[config.mk]
export PLATFORM = sky130hd
export DESIGN_NAME = if_fetch_stage
export DESIGN_NICKNAME = d
export VERILOG_FILES = /design/src/rtl/if_fetch_stage.sv
export SDC_FILE = /design/constraint.sdc
export NUM_CORES = 1
export LEC_CHECK = 0
export BUFFER_PORTS_ARGS = -buffer_cell sky130_fd_sc_hd__clkbuf_2
export CAP_MARGIN = 20
export CORE_ASPECT_RATIO = 0.75
export CORE_MARGIN = 5
export CORE_UTILIZATION = 40
export CTS_BUF_LIST = sky130_fd_sc_hd__clkbuf_4
export DETAILED_ROUTE_END_ITERATION = 7
export PLACE_DENSITY = 0.6
export SLEW_MARGIN = 20
export SYNTH_ARGS = -nofsm -noshare
export SYNTH_HDL_FRONTEND = slang
export SYNTH_SLANG_ARGS = --single-unit
export TNS_END_PERCENT = 10
[constraint.sdc]
create_clock -name clk -period 3.59 [get_ports clk]
set_input_delay 0.5385 -clock clk [delete_from_list [all_inputs] [get_ports clk]]
set_output_delay 0.5385 -clock clk [all_outputs]
set_load 0.02 [all_outputs]
[src/rtl/if_fetch_stage.sv]
// MIPS instruction-fetch stage: program counter, imem request/ready handshake and IF/ID register.
// ID-stage redirects squash the wrong-path fetch; an unanswered request is drained before refetching.
module if_fetch_stage #(
  parameter logic [31:0] RESET_PC = 32'h0000_0000
) (
  input  logic        clk,
  input  logic        rst,
  input  logic        PCSrc,
  input  logic        Jump,
  input  logic        stall,
  output logic        imem_req,
  output logic [31:0] imem_addr,
  input  logic        imem_ready,
  input  logic [31:0] imem_rdata,
  output logic [31:0] if_id_instr,
  output logic [31:0] if_id_pc_plus4,
  output logic        if_id_valid,
  output logic [31:0] pc
);

  // state | meaning
  // FETCH | request at pc; capture response into IF/ID, or squash on redirect
  // DRAIN | re-present the abandoned address until it completes; response discarded
  typedef enum logic {ST_FETCH = 1'b0, ST_DRAIN = 1'b1} state_t;

  state_t      r_state;
  state_t      w_state_nxt;
  logic [31:0] r_pc;
  logic [31:0] r_drain_addr;
  logic [31:0] r_instr;
  logic [31:0] r_pc_plus4;
  logic        r_valid;

  logic        w_redirect;
  logic [31:0] w_pc_plus4;
  logic [31:0] w_jump_tgt;
  logic [31:0] w_branch_tgt;
  logic [31:0] w_target;

  // IF/ID always holds a bubble in DRAIN, so a redirect can only arise in FETCH.
  assign w_redirect   = r_valid & ~stall & (Jump | PCSrc);
  assign w_pc_plus4   = r_pc + 32'd4;
  assign w_jump_tgt   = {r_pc_plus4[31:28], r_instr[25:0], 2'b00};
  assign w_branch_tgt = r_pc_plus4 + {{14{r_instr[15]}}, r_instr[15:0], 2'b00};
  assign w_target     = Jump ? w_jump_tgt : w_branch_tgt;

  always_ff @(posedge clk) begin
    if (rst) begin
      r_state <= ST_FETCH;
    end else begin
      r_state <= w_state_nxt;
    end
  end

  always_comb begin
    w_state_nxt = r_state;
    case (r_state)
      ST_FETCH: if (w_redirect && !imem_ready) w_state_nxt = ST_DRAIN;
      ST_DRAIN: if (imem_ready) w_state_nxt = ST_FETCH;
    endcase
  end

  always_comb begin
    imem_req  = ~rst;
    imem_addr = (r_state == ST_DRAIN) ? r_drain_addr : r_pc;
  end

  always_ff @(posedge clk) begin
    if (rst) begin
      r_pc         <= RESET_PC;
      r_drain_addr <= '0;
      r_instr      <= '0;
      r_pc_plus4   <= '0;
      r_valid      <= 1'b0;
    end else if (r_state == ST_DRAIN) begin
      if (!stall) begin
        r_instr    <= '0;
        r_pc_plus4 <= '0;
        r_valid    <= 1'b0;
      end
    end else if (w_redirect) begin
      r_pc       <= w_target;
      r_instr    <= '0;
      r_pc_plus4 <= '0;
      r_valid    <= 1'b0;
      if (!imem_ready) r_drain_addr <= r_pc;
    end else if (!stall) begin
      if (imem_ready) begin
        r_instr    <= imem_rdata;
        r_pc_plus4 <= w_pc_plus4;
        r_valid    <= 1'b1;
        r_pc       <= w_pc_plus4;
      end else begin
        r_instr    <= '0;
        r_pc_plus4 <= '0;
        r_valid    <= 1'b0;
      end
    end
  end

  assign pc             = r_pc;
  assign if_id_instr    = r_instr;
  assign if_id_pc_plus4 = r_pc_plus4;
  assign if_id_valid    = r_valid;

endmodule

==> impl_metrics.tcl <==
set metrics [dict create \
    setup_slack_ps 241.2 \
    cts_tree "done" \
    crit_path_start_kind "flop" \
    p_leak_nw 3.947 \
    path_clk_slew_ps 140 \
    synth_area_leaders "dfxtp_1, a22oi_1, nand2_1" \
    worst_pin_slew_ps 997.9 \
    grt_first_pass_wirelength_um 39130 \
    htree_levels 4 \
    root_buffer "clkbuf_4" \
    grt.total_usage_pct 22.71 \
    worstPathRequired_ps 4070 \
    design_area_sq_um 8787 \
    status "finished, final reports clean" \
    hpwl_um 17550 \
    die_w_um 167.9 \
    synth_area_sq_um 7483 \
    netlist_instances 928 \
    vias 7376 \
    cap_viol_max_count 0 \
    wirelength_um 24910 \
    cts_buffer_depth 2 \
    die_area_sq_um 21570 \
    place_congestion 0.9098 \
    grt-ovfl-total 0 \
    syn_to_final_growth_pct 17.42 \
    drc 0 \
    drt_iter0_markers 796 \
    hold_buffers 0 \
    worstSetupEndpointType "flop" \
    placedInstanceArea_sq_um 8518 \
    wl_per_cell_um 18.82 \
    synth_fp_nets 997 \
    floorplan.rows 43 \
    antenna_found_initial 1 \
    hold_viol 0 \
    synth_top_area_share_pct 34.78 \
    grt_pass1_vias 6779 \
    insertion_delay_ps 570 \
    fin_crit_sh_pct 93.28 \
    power_density_nw_per_um2 328.3 \
    relSlewSlack_pct 33.47 \
    io_buffer_count 167 \
    post_cts_buffers 0 \
    cts_inserted_buffers 17 \
    setup_viol 0 \
    io_pins 168 \
    ys.flop_type "dfxtp_1" \
    critPathArrivalTime_ps 3830 \
    clock-sinks 130 \
    pre_cts_slack_ps 287.1 \
    coreArea_sq_um 18450 \
    drt_pre_antenna_iters 5 \
    cts_resized 0 \
    ys_ff_latch 130 \
    synth_common_cells "dfxtp_1, nand2_1, nor2_1" \
    utilization_pct 47.62 \
    critPathKind "flop to flop" \
    final_layout_size_suffix_gt1_share_pct 25.12 \
    post-synth-top-count-cell "dfxtp_1" \
    yosys.area.top_type "dfxtp_1" \
    fmax_ghz 0.2986 \
    async_flop_share_pct 0 \
    synth_warnings 0 \
    fp.dieH_um 128.5 \
    skew_ps 32.20 \
    ys_seq_area_share_pct 34.78 \
    finalNetCount 1131 \
    initial_core_util_pct 40.55 \
    ant_nets 0 \
    rsz0062_at_grt "no" \
    synth_edf_count 0 \
    grt_max_degree 88 \
    synth_cell_types 72 \
    ir_worst_vdd_mv 0.1891 \
    period_needed_ps 3349 \
    synth.avg_cell_area_sq_um 8.064 \
    fillCellCount 1891 \
    maxSlewViolCount 0 \
    crit_fanout 4 \
    viasPerCell 5.575 \
    hold_class "primary input to flop" \
    setup_tns_ps 0 \
]
## metal layers
metal | track usage (%) | routed length, um
met1 | 36.24 | 12930
met2 | 29.70 | 9291
met3 | 5.897 | 2425
met4 | 5.439 | 260
met5 | 0 | 0
## per-stage QoR
| stage | power [W] | hold WS, ps | instances |
|---|---|---|---|
| finish | 0.002885 | 209.6 | 1323 |
| global route | 0.003014 | 160.7 | 1323 |
| CTS | 0.002912 | 171.7 | 1322 |
| detailed placement | 0.001923 | 443.9 | 1290 |
| global placement | 0.001921 | 438.1 | 1290 |
| floorplan | 0.001780 | 432.9 | 928 |
## cell type report
cell class	count	area [sq um]	area share [%]
sequential	130	2604	29.63
timing repair buffer	187	988.4	11.25
antenna	1	2.502	0.02848
clock buffer	20	150.1	1.709
inverter	5	18.77	0.2136
clock inverter	12	116.4	1.324
multi-input combinational	721	4598	52.33
tap	247	309.0	3.517
## flip-flops by register name, indices dropped and copies added, names as in the netlist
name            flops
if_id_pc_plus4     32
pc                 32
if_id_valid         1
r_state             1
if_id_instr        32
r_drain_addr       32
## cell usage in the layout (no fill, tap or decap), types with 3 or more instances in the layout
cell type,count
nor3b_1,3
clkinvlp_4,3
xor2_1,21
nor2_1,115
o31ai_1,5
nand4_2,3
inv_1,5
a21o_1,23
nor2b_1,3
clkinv_1,4
clkbuf_2,166
mux2_2,33
a31oi_1,8
dfxtp_1,129
o21bai_1,7
and3_1,14
clkbuf_4,20
nor3_1,10
nand2b_1,3
xnor2_1,26
o22ai_1,3
o21ai_1,5
nor4_1,4
nand3b_1,5
ha_1,30
a211oi_1,7
nand4_1,6
o211ai_1,13
a22oi_1,67
o21ai_0,30
nand3_1,13
or3_1,5
o21a_1,3
and2_1,3
buf_4,21
nand2_1,124
a21oi_1,78
nor2_2,3
## power by group
| part | total, W | leakage, nW | switching (W) | internal (W) |
|---|---|---|---|---|
| logic | 0.000378 | 2.76 | 0.000255 | 0.000123 |
| clock network | 0.000991 | 0.139 | 0.000566 | 0.000424 |
| registers | 0.00152 | 1.05 | 0.0000441 | 0.00147 |
## path summary, 6_finish.rpt
check | from | slack, ps | depth (start not counted) | to
setup reg to reg | if_id_instr[0] | 240 | 11 | pc[30]
hold reg to reg | r_drain_addr[2] | 460 | 2 | r_drain_addr[2]
hold / removal | imem_rdata[21] | 210 | 3 | if_id_instr[21]
setup / recovery | if_id_instr[0] | 240 | 11 | pc[30]
## worst max-delay path: stages (launching register included)
cell,delay (ps)
dfxtp_1,360
ha_1,250
fa_1,440
a211o_1,370
a2111oi_4,420
nor4_1,110
o31a_1,360
a41oi_2,270
o21ai_1,150
a31oi_1,260
o22ai_1,120
a21o_1,160
## logic make-up (layout without fill, tap and decap cells)
kind of cell	after synthesis	after routing	synth area share, %
other cells	0	1	0
compound gates	282	282	25.53
flops	130	130	34.78
mux	34	34	5.100
simple gates	327	327	19.80
xor+xnor	47	47	5.501
buf+inv	77	224	4.013
fa+ha+maj	31	31	5.283
Power figures use the tool's default switching activity.
